File: config.mk
export PLATFORM = sky130hd
export DESIGN_NAME = seq_magnitude_comparator_flat
export DESIGN_NICKNAME = d
export VERILOG_FILES = /design/src/rtl/seq_magnitude_comparator_pkg.sv /design/src/rtl/seq_magnitude_comparator_if.sv /design/src/rtl/seq_magnitude_comparator_cmp_chunk.sv /design/src/rtl/seq_magnitude_comparator.sv /design/src/flat_wrapper.sv
export SDC_FILE = /design/constraint.sdc
export NUM_CORES = 1
export LEC_CHECK = 0
export ABC_AREA = 0
export ABC_CLOCK_PERIOD_IN_PS = 7100
export CAP_MARGIN = 20
export CORE_MARGIN = 2
export CORE_UTILIZATION = 50
export DETAILED_ROUTE_END_ITERATION = 7
export HOLD_SLACK_MARGIN = 0.05
export PLACE_DENSITY = 0.8
export RECOVER_POWER = 50
export SYNTH_ARGS = -nofsm -noshare
export SYNTH_HDL_FRONTEND = slang
export SYNTH_SLANG_ARGS = --single-unit
File: constraint.sdc
create_clock -name clk -period 7.1 [get_ports clk]
set_input_delay 1.42 -clock clk [delete_from_list [all_inputs] [get_ports clk]]
set_output_delay 1.42 -clock clk [all_outputs]
set_load 0.02 [all_outputs]
File: src/rtl/seq_magnitude_comparator_pkg.sv
// Shared encodings and FSM state type for the sequential magnitude comparator.
// Result codes are the 8-bit compare encoding; the top sign-extends them to RES_W.
package seq_magnitude_comparator_pkg;

    localparam logic [7:0] CMP_EQ = 8'h00;
    localparam logic [7:0] CMP_GT = 8'h01;
    localparam logic [7:0] CMP_LT = 8'hFF;

    typedef enum logic [1:0] {
        ST_IDLE = 2'd0,
        ST_SCAN = 2'd1,
        ST_DONE = 2'd2
    } state_t;

    // Pick the 8-bit compare code from the slice-compare flags.
    function automatic logic [7:0] cmp_code(input logic gt, input logic lt);
        if (gt) begin
            return CMP_GT;
        end else if (lt) begin
            return CMP_LT;
        end
        return CMP_EQ;
    endfunction

endpackage

File: src/rtl/seq_magnitude_comparator_if.sv
// Operand/result handshake bundle for seq_magnitude_comparator.
// master drives operands and takes results; slave is the comparator.
interface seq_magnitude_comparator_if #(
    parameter int WIDTH = 16,
    parameter int CHUNK = 4,
    parameter int RES_W = 8
);
    localparam int CNT_W = $clog2(WIDTH / CHUNK + 1);

    logic             in_valid;
    logic             in_ready;
    logic [WIDTH-1:0] a;
    logic [WIDTH-1:0] b;
    logic             signed_mode;
    logic             out_valid;
    logic             out_ready;
    logic [RES_W-1:0] result;
    logic             eq;
    logic             gt;
    logic             lt;
    logic [CNT_W-1:0] chunks_used;

    modport master (
        output in_valid, a, b, signed_mode, out_ready,
        input  in_ready, out_valid, result, eq, gt, lt, chunks_used
    );

    modport slave (
        input  in_valid, a, b, signed_mode, out_ready,
        output in_ready, out_valid, result, eq, gt, lt, chunks_used
    );

endinterface

File: src/rtl/seq_magnitude_comparator_cmp_chunk.sv
// Combinational CHUNK-bit slice compare; flip_msb turns the slice into a
// two's-complement compare by inverting the sign bit of both operands.
module seq_magnitude_comparator_cmp_chunk #(
    parameter int CHUNK = 4
) (
    input  logic [CHUNK-1:0] a_s,
    input  logic [CHUNK-1:0] b_s,
    input  logic             flip_msb,
    output logic             gt,
    output logic             lt
);

    localparam logic [CHUNK-1:0] MSB_MASK = CHUNK'(1) << (CHUNK - 1);

    logic [CHUNK-1:0] a_m;
    logic [CHUNK-1:0] b_m;

    assign a_m = a_s ^ (flip_msb ? MSB_MASK : '0);
    assign b_m = b_s ^ (flip_msb ? MSB_MASK : '0);
    assign gt  = (a_m > b_m);
    assign lt  = (a_m < b_m);

endmodule

File: src/rtl/seq_magnitude_comparator.sv
// Multi-cycle magnitude comparator: scans operands MSB-first one CHUNK slice
// per clock and stops at the first differing slice.
module seq_magnitude_comparator
    import seq_magnitude_comparator_pkg::*;
#(
    parameter int WIDTH = 16,
    parameter int CHUNK = 4,
    parameter int RES_W = 8
) (
    input  logic                        clk,
    input  logic                        rst,
    seq_magnitude_comparator_if.slave   bus
);

    localparam int NCHUNK = WIDTH / CHUNK;
    localparam int IDX_W  = (NCHUNK > 1) ? $clog2(NCHUNK) : 1;
    localparam int NSLOT  = 1 << IDX_W;
    localparam int CNT_W  = $clog2(NCHUNK + 1);

    generate
        if (WIDTH % CHUNK != 0) begin : g_bad_width
            $fatal(1, "seq_magnitude_comparator: WIDTH must be a multiple of CHUNK");
        end
    endgenerate

    state_t           state_reg;
    logic [WIDTH-1:0] a_reg;
    logic [WIDTH-1:0] b_reg;
    logic             signed_reg;
    logic [IDX_W-1:0] idx_reg;
    logic [CNT_W-1:0] cnt_reg;
    logic             in_ready_reg;
    logic             out_valid_reg;
    logic [RES_W-1:0] result_reg;
    logic             eq_reg;
    logic             gt_reg;
    logic             lt_reg;

    // Slice table padded to a power of two so idx_reg indexes it without range gaps.
    logic [CHUNK-1:0] a_slices [NSLOT];
    logic [CHUNK-1:0] b_slices [NSLOT];

    genvar gi;
    generate
        for (gi = 0; gi < NSLOT; gi++) begin : g_slice
            if (gi < NCHUNK) begin : g_real
                assign a_slices[gi] = a_reg[gi*CHUNK +: CHUNK];
                assign b_slices[gi] = b_reg[gi*CHUNK +: CHUNK];
            end else begin : g_pad
                assign a_slices[gi] = '0;
                assign b_slices[gi] = '0;
            end
        end
    endgenerate

    logic slice_gt;
    logic slice_lt;
    logic flip_msb;

    assign flip_msb = signed_reg && (idx_reg == IDX_W'(NCHUNK - 1));

    seq_magnitude_comparator_cmp_chunk #(
        .CHUNK (CHUNK)
    ) u_cmp_chunk (
        .a_s      (a_slices[idx_reg]),
        .b_s      (b_slices[idx_reg]),
        .flip_msb (flip_msb),
        .gt       (slice_gt),
        .lt       (slice_lt)
    );

    function automatic logic [RES_W-1:0] widen(input logic [7:0] code);
        return RES_W'($signed(code));
    endfunction

    always_ff @(posedge clk) begin
        if (rst) begin
            state_reg     <= ST_IDLE;
            a_reg         <= '0;
            b_reg         <= '0;
            signed_reg    <= 1'b0;
            idx_reg       <= '0;
            cnt_reg       <= '0;
            in_ready_reg  <= 1'b1;
            out_valid_reg <= 1'b0;
            result_reg    <= '0;
            eq_reg        <= 1'b0;
            gt_reg        <= 1'b0;
            lt_reg        <= 1'b0;
        end else begin
            case (state_reg)
                ST_IDLE: begin
                    if (bus.in_valid) begin
                        a_reg        <= bus.a;
                        b_reg        <= bus.b;
                        signed_reg   <= bus.signed_mode;
                        idx_reg      <= IDX_W'(NCHUNK - 1);
                        cnt_reg      <= '0;
                        in_ready_reg <= 1'b0;
                        state_reg    <= ST_SCAN;
                    end
                end
                ST_SCAN: begin
                    cnt_reg <= cnt_reg + CNT_W'(1);
                    if (slice_gt || slice_lt || (idx_reg == '0)) begin
                        result_reg    <= widen(cmp_code(slice_gt, slice_lt));
                        eq_reg        <= !(slice_gt || slice_lt);
                        gt_reg        <= slice_gt;
                        lt_reg        <= slice_lt;
                        out_valid_reg <= 1'b1;
                        state_reg     <= ST_DONE;
                    end else begin
                        idx_reg <= idx_reg - IDX_W'(1);
                    end
                end
                ST_DONE: begin
                    if (bus.out_ready) begin
                        out_valid_reg <= 1'b0;
                        in_ready_reg  <= 1'b1;
                        state_reg     <= ST_IDLE;
                    end
                end
                default: begin
                    state_reg     <= ST_IDLE;
                    in_ready_reg  <= 1'b1;
                    out_valid_reg <= 1'b0;
                end
            endcase
        end
    end

    assign bus.in_ready    = in_ready_reg;
    assign bus.out_valid   = out_valid_reg;
    assign bus.result      = result_reg;
    assign bus.eq          = eq_reg;
    assign bus.gt          = gt_reg;
    assign bus.lt          = lt_reg;
    assign bus.chunks_used = cnt_reg;

endmodule

File: src/flat_wrapper.sv
// flat-port wrapper written by rule: the top's interface ports become plain ports
module seq_magnitude_comparator_flat import seq_magnitude_comparator_pkg::*;
#(
    parameter int WIDTH = 16,
    parameter int CHUNK = 4,
    parameter int RES_W = 8
)
  (clk, rst, bus_in_valid, bus_a, bus_b, bus_signed_mode, bus_out_ready, bus_in_ready, bus_out_valid, bus_result, bus_eq, bus_gt, bus_lt, bus_chunks_used);
  seq_magnitude_comparator_if #(.WIDTH(WIDTH), .CHUNK(CHUNK), .RES_W(RES_W)) bus_i ();
  input  logic clk;
  input  logic rst;
  input wire logic [$bits(bus_i.in_valid)-1:0] bus_in_valid;
  input wire logic [$bits(bus_i.a)-1:0] bus_a;
  input wire logic [$bits(bus_i.b)-1:0] bus_b;
  input wire logic [$bits(bus_i.signed_mode)-1:0] bus_signed_mode;
  input wire logic [$bits(bus_i.out_ready)-1:0] bus_out_ready;
  output wire logic [$bits(bus_i.in_ready)-1:0] bus_in_ready;
  output wire logic [$bits(bus_i.out_valid)-1:0] bus_out_valid;
  output wire logic [$bits(bus_i.result)-1:0] bus_result;
  output wire logic [$bits(bus_i.eq)-1:0] bus_eq;
  output wire logic [$bits(bus_i.gt)-1:0] bus_gt;
  output wire logic [$bits(bus_i.lt)-1:0] bus_lt;
  output wire logic [$bits(bus_i.chunks_used)-1:0] bus_chunks_used;
  assign bus_i.in_valid = bus_in_valid;
  assign bus_i.a = bus_a;
  assign bus_i.b = bus_b;
  assign bus_i.signed_mode = bus_signed_mode;
  assign bus_i.out_ready = bus_out_ready;
  assign bus_in_ready = bus_i.in_ready;
  assign bus_out_valid = bus_i.out_valid;
  assign bus_result = bus_i.result;
  assign bus_eq = bus_i.eq;
  assign bus_gt = bus_i.gt;
  assign bus_lt = bus_i.lt;
  assign bus_chunks_used = bus_i.chunks_used;
  seq_magnitude_comparator #(.WIDTH(WIDTH), .CHUNK(CHUNK), .RES_W(RES_W)) u_core (.clk(clk), .rst(rst), .bus(bus_i));
endmodule
==> reports/metrics.yaml <==
status: "complete, but fails checks"
violations: "capacitance limit, slew limit"
avgSynthCellArea_um2: 8.63
slew_violations: 46
antenna_found_initial: 0
area_growth_pct: 26.4
dp.cells: 327
gp_congestion: 0.777
antenna_left: 0
ctsHoldBuffers: 0
portBuffers: 52
clk_pin_slew_worst_paths_ns: 0.07
vias: 1744
start_util_pct: 52.3
seq_area_frac_synth_pct: 44.7
power.density_mw_per_mm2: 238
final_net_count: 328
worst_pin_slew_ns: 1.89
setup_viol_count_final: 0
hold_viol_final: 0
core_area_mm2: 0.00403
numCtsBuffers: 5
yosysTopAreaCellShare_pct: 44.7
min_path_cells: 2
crit_type: "primary input to flip-flop"
clockBufferDepth: 2
skew_ns: 0.00851
grt_pass1_wl_um: 7380
cts_max_level: 2
drtPass1Iterations: 4
fin_ws_ns: 3.29
ys_ff_latch: 47
cp_slowest_cell: "clkbuf_1"
cts_resized: 0
instances_no_fill: 334
synth_ff_type: "dfxtp_1"
min_period_ns: 3.81
peakVddDrop_v: 0.000129
crit_arrival_ns: 4.00
wl_um: 4300
drc_errors: 0
reg2reg_slack_ns: 4.08
startpoint_type: "primary input"
slowest_delay_ns: 1.35
num_io_pins: 53
cp.required_ns: 7.29
cts_setup_buffers: 0
pre_cts_slack_ns: 4.16
vias_per_cell: 5.22
drtIter0Drc: 66
synth_edf_count: 0
placedInstanceArea_mm2: 0.00258
hold_ws_ns: 0.453
max-slew-margin-rel_pct: -25.9
synth_area_leaders: "dfxtp_1, nand2_1, a21oi_1, mux4_2, ha_1"
synth_warnings: 0
syn_nets: 288
grt_setup_unrepaired: "false"
num_rows: 23
netlist-cell-type-count: 31
root_buffer: "clkbuf_8"
cp_max_fo: 45
fin_area_mm2: 0.00266
cts.sinks: 47
die_x_um: 68.9
gr-usage-all-layers_pct: 21.2
diodes: 0
ff2ff_path_depth: 7
grt_pass1_vias: 1733
layout_common_cells: "nand2_1, clkdlybuf4s50_1, dfxtp_1"
clk_latency_ns: 0.30
grt_max_degree: 46
post-synth-top-area-cell: "dfxtp_1"
worstHoldPathType: "flip-flop to flip-flop"
endpoint_kind: "flip-flop"
syn_area_mm2: 0.00211
period_share_pct: 53.6
syn_inst: 244
p_leak_uw: 0.000999
synth-async-reset-ratio_pct: 0
final.setup.tns_ns: 0
layout-drive-gt1-share_pct: 7.39
detailed_place_hpwl_um: 2960
max_clock_freq_mhz: 263
maxCapViolCount: 1
die_h_um: 68.9
grt-ovfl-total: 0
cp_cell_sequence: "dlygate4sd3_1 -> clkbuf_1 -> inv_1 -> nand3_1 -> a21oi_1 -> a31o_1"
cts_tree: "done"
final_common_cell: "nand2_1"
wl_per_cell_um: 12.9
dieArea_mm2: 0.00475
==> cell families after synthesis <==
| kind of cell | Yosys count | share of synthesized area (%) |
|---|---|---|
| fa+ha+maj | 7 | 4.16 |
| compound gates | 55 | 15.1 |
| flops | 47 | 44.7 |
| simple gates | 96 | 19.2 |
| mux | 8 | 8.56 |
| buf+inv | 28 | 7.07 |
| xor+xnor | 3 | 1.25 |
==> synthesized netlist by cell type (4+ instances only) <==
master	count
buf_2	8
clkbuf_1	4
nand2b_1	6
o21ai_0	4
a21oi_1	43
nand3_1	4
buf_4	7
inv_1	7
nand2_1	77
mux4_2	8
ha_1	7
dfxtp_1	47
==> metal layers <==
layer | part of all wire [%] | up-vias | track usage, %
li1 | - | 893 | -
met1 | 43 | 794 | 24.0
met2 | 50 | 49 | 38.2
met3 | 5.4 | 8 | 5.36
met4 | 1.8 | 0 | 7.60
met5 | 0 | - | 0
==> power by group <==
part / internal, uW / switching [uW]
registers: 287 / 20.4
logic: 81.5 / 86.3
clock network: 76.4 / 82.9
total: 445 / 190
==> final timing paths <==
kind / to / startpoint
max: u_core.bus.gt / rst
min: u_core.bus.result[0] / u_core.bus.result[0]
min reg2reg: u_core.bus.result[0] / u_core.bus.result[0]
max reg2reg: u_core.idx_reg[1] / u_core.idx_reg[0]
==> area by class of cell <==
| cell class | instances | area [um^2] |
|---|---|---|
| Clock inverter | 1 | 5.00 |
| Fill cell | 351 | 1370 |
| Tap cell | 50 | 62.6 |
| Clock buffer | 6 | 82.6 |
| Timing Repair Buffer | 54 | 528 |
| Inverter | 7 | 26.3 |
| Multi-Input combinational cell | 169 | 1020 |
| Sequential cell | 47 | 941 |
==> through the flow <==
stage	util [%]	power, uW
global placement	64.1	477
global route	66.1	674
floorplan	-	429
finish	66.1	635
detailed placement	64.1	483
CTS	66.2	642
==> worst max-delay path: cells and delay by family <==
| kind | cells | cell delay [ns] |
|---|---|---|
| simple gates | 1 | 0.16 |
| compound gates | 2 | 0.24 |
| buf+inv | 3 | 2.16 |
Power figures use the tool's default switching activity.
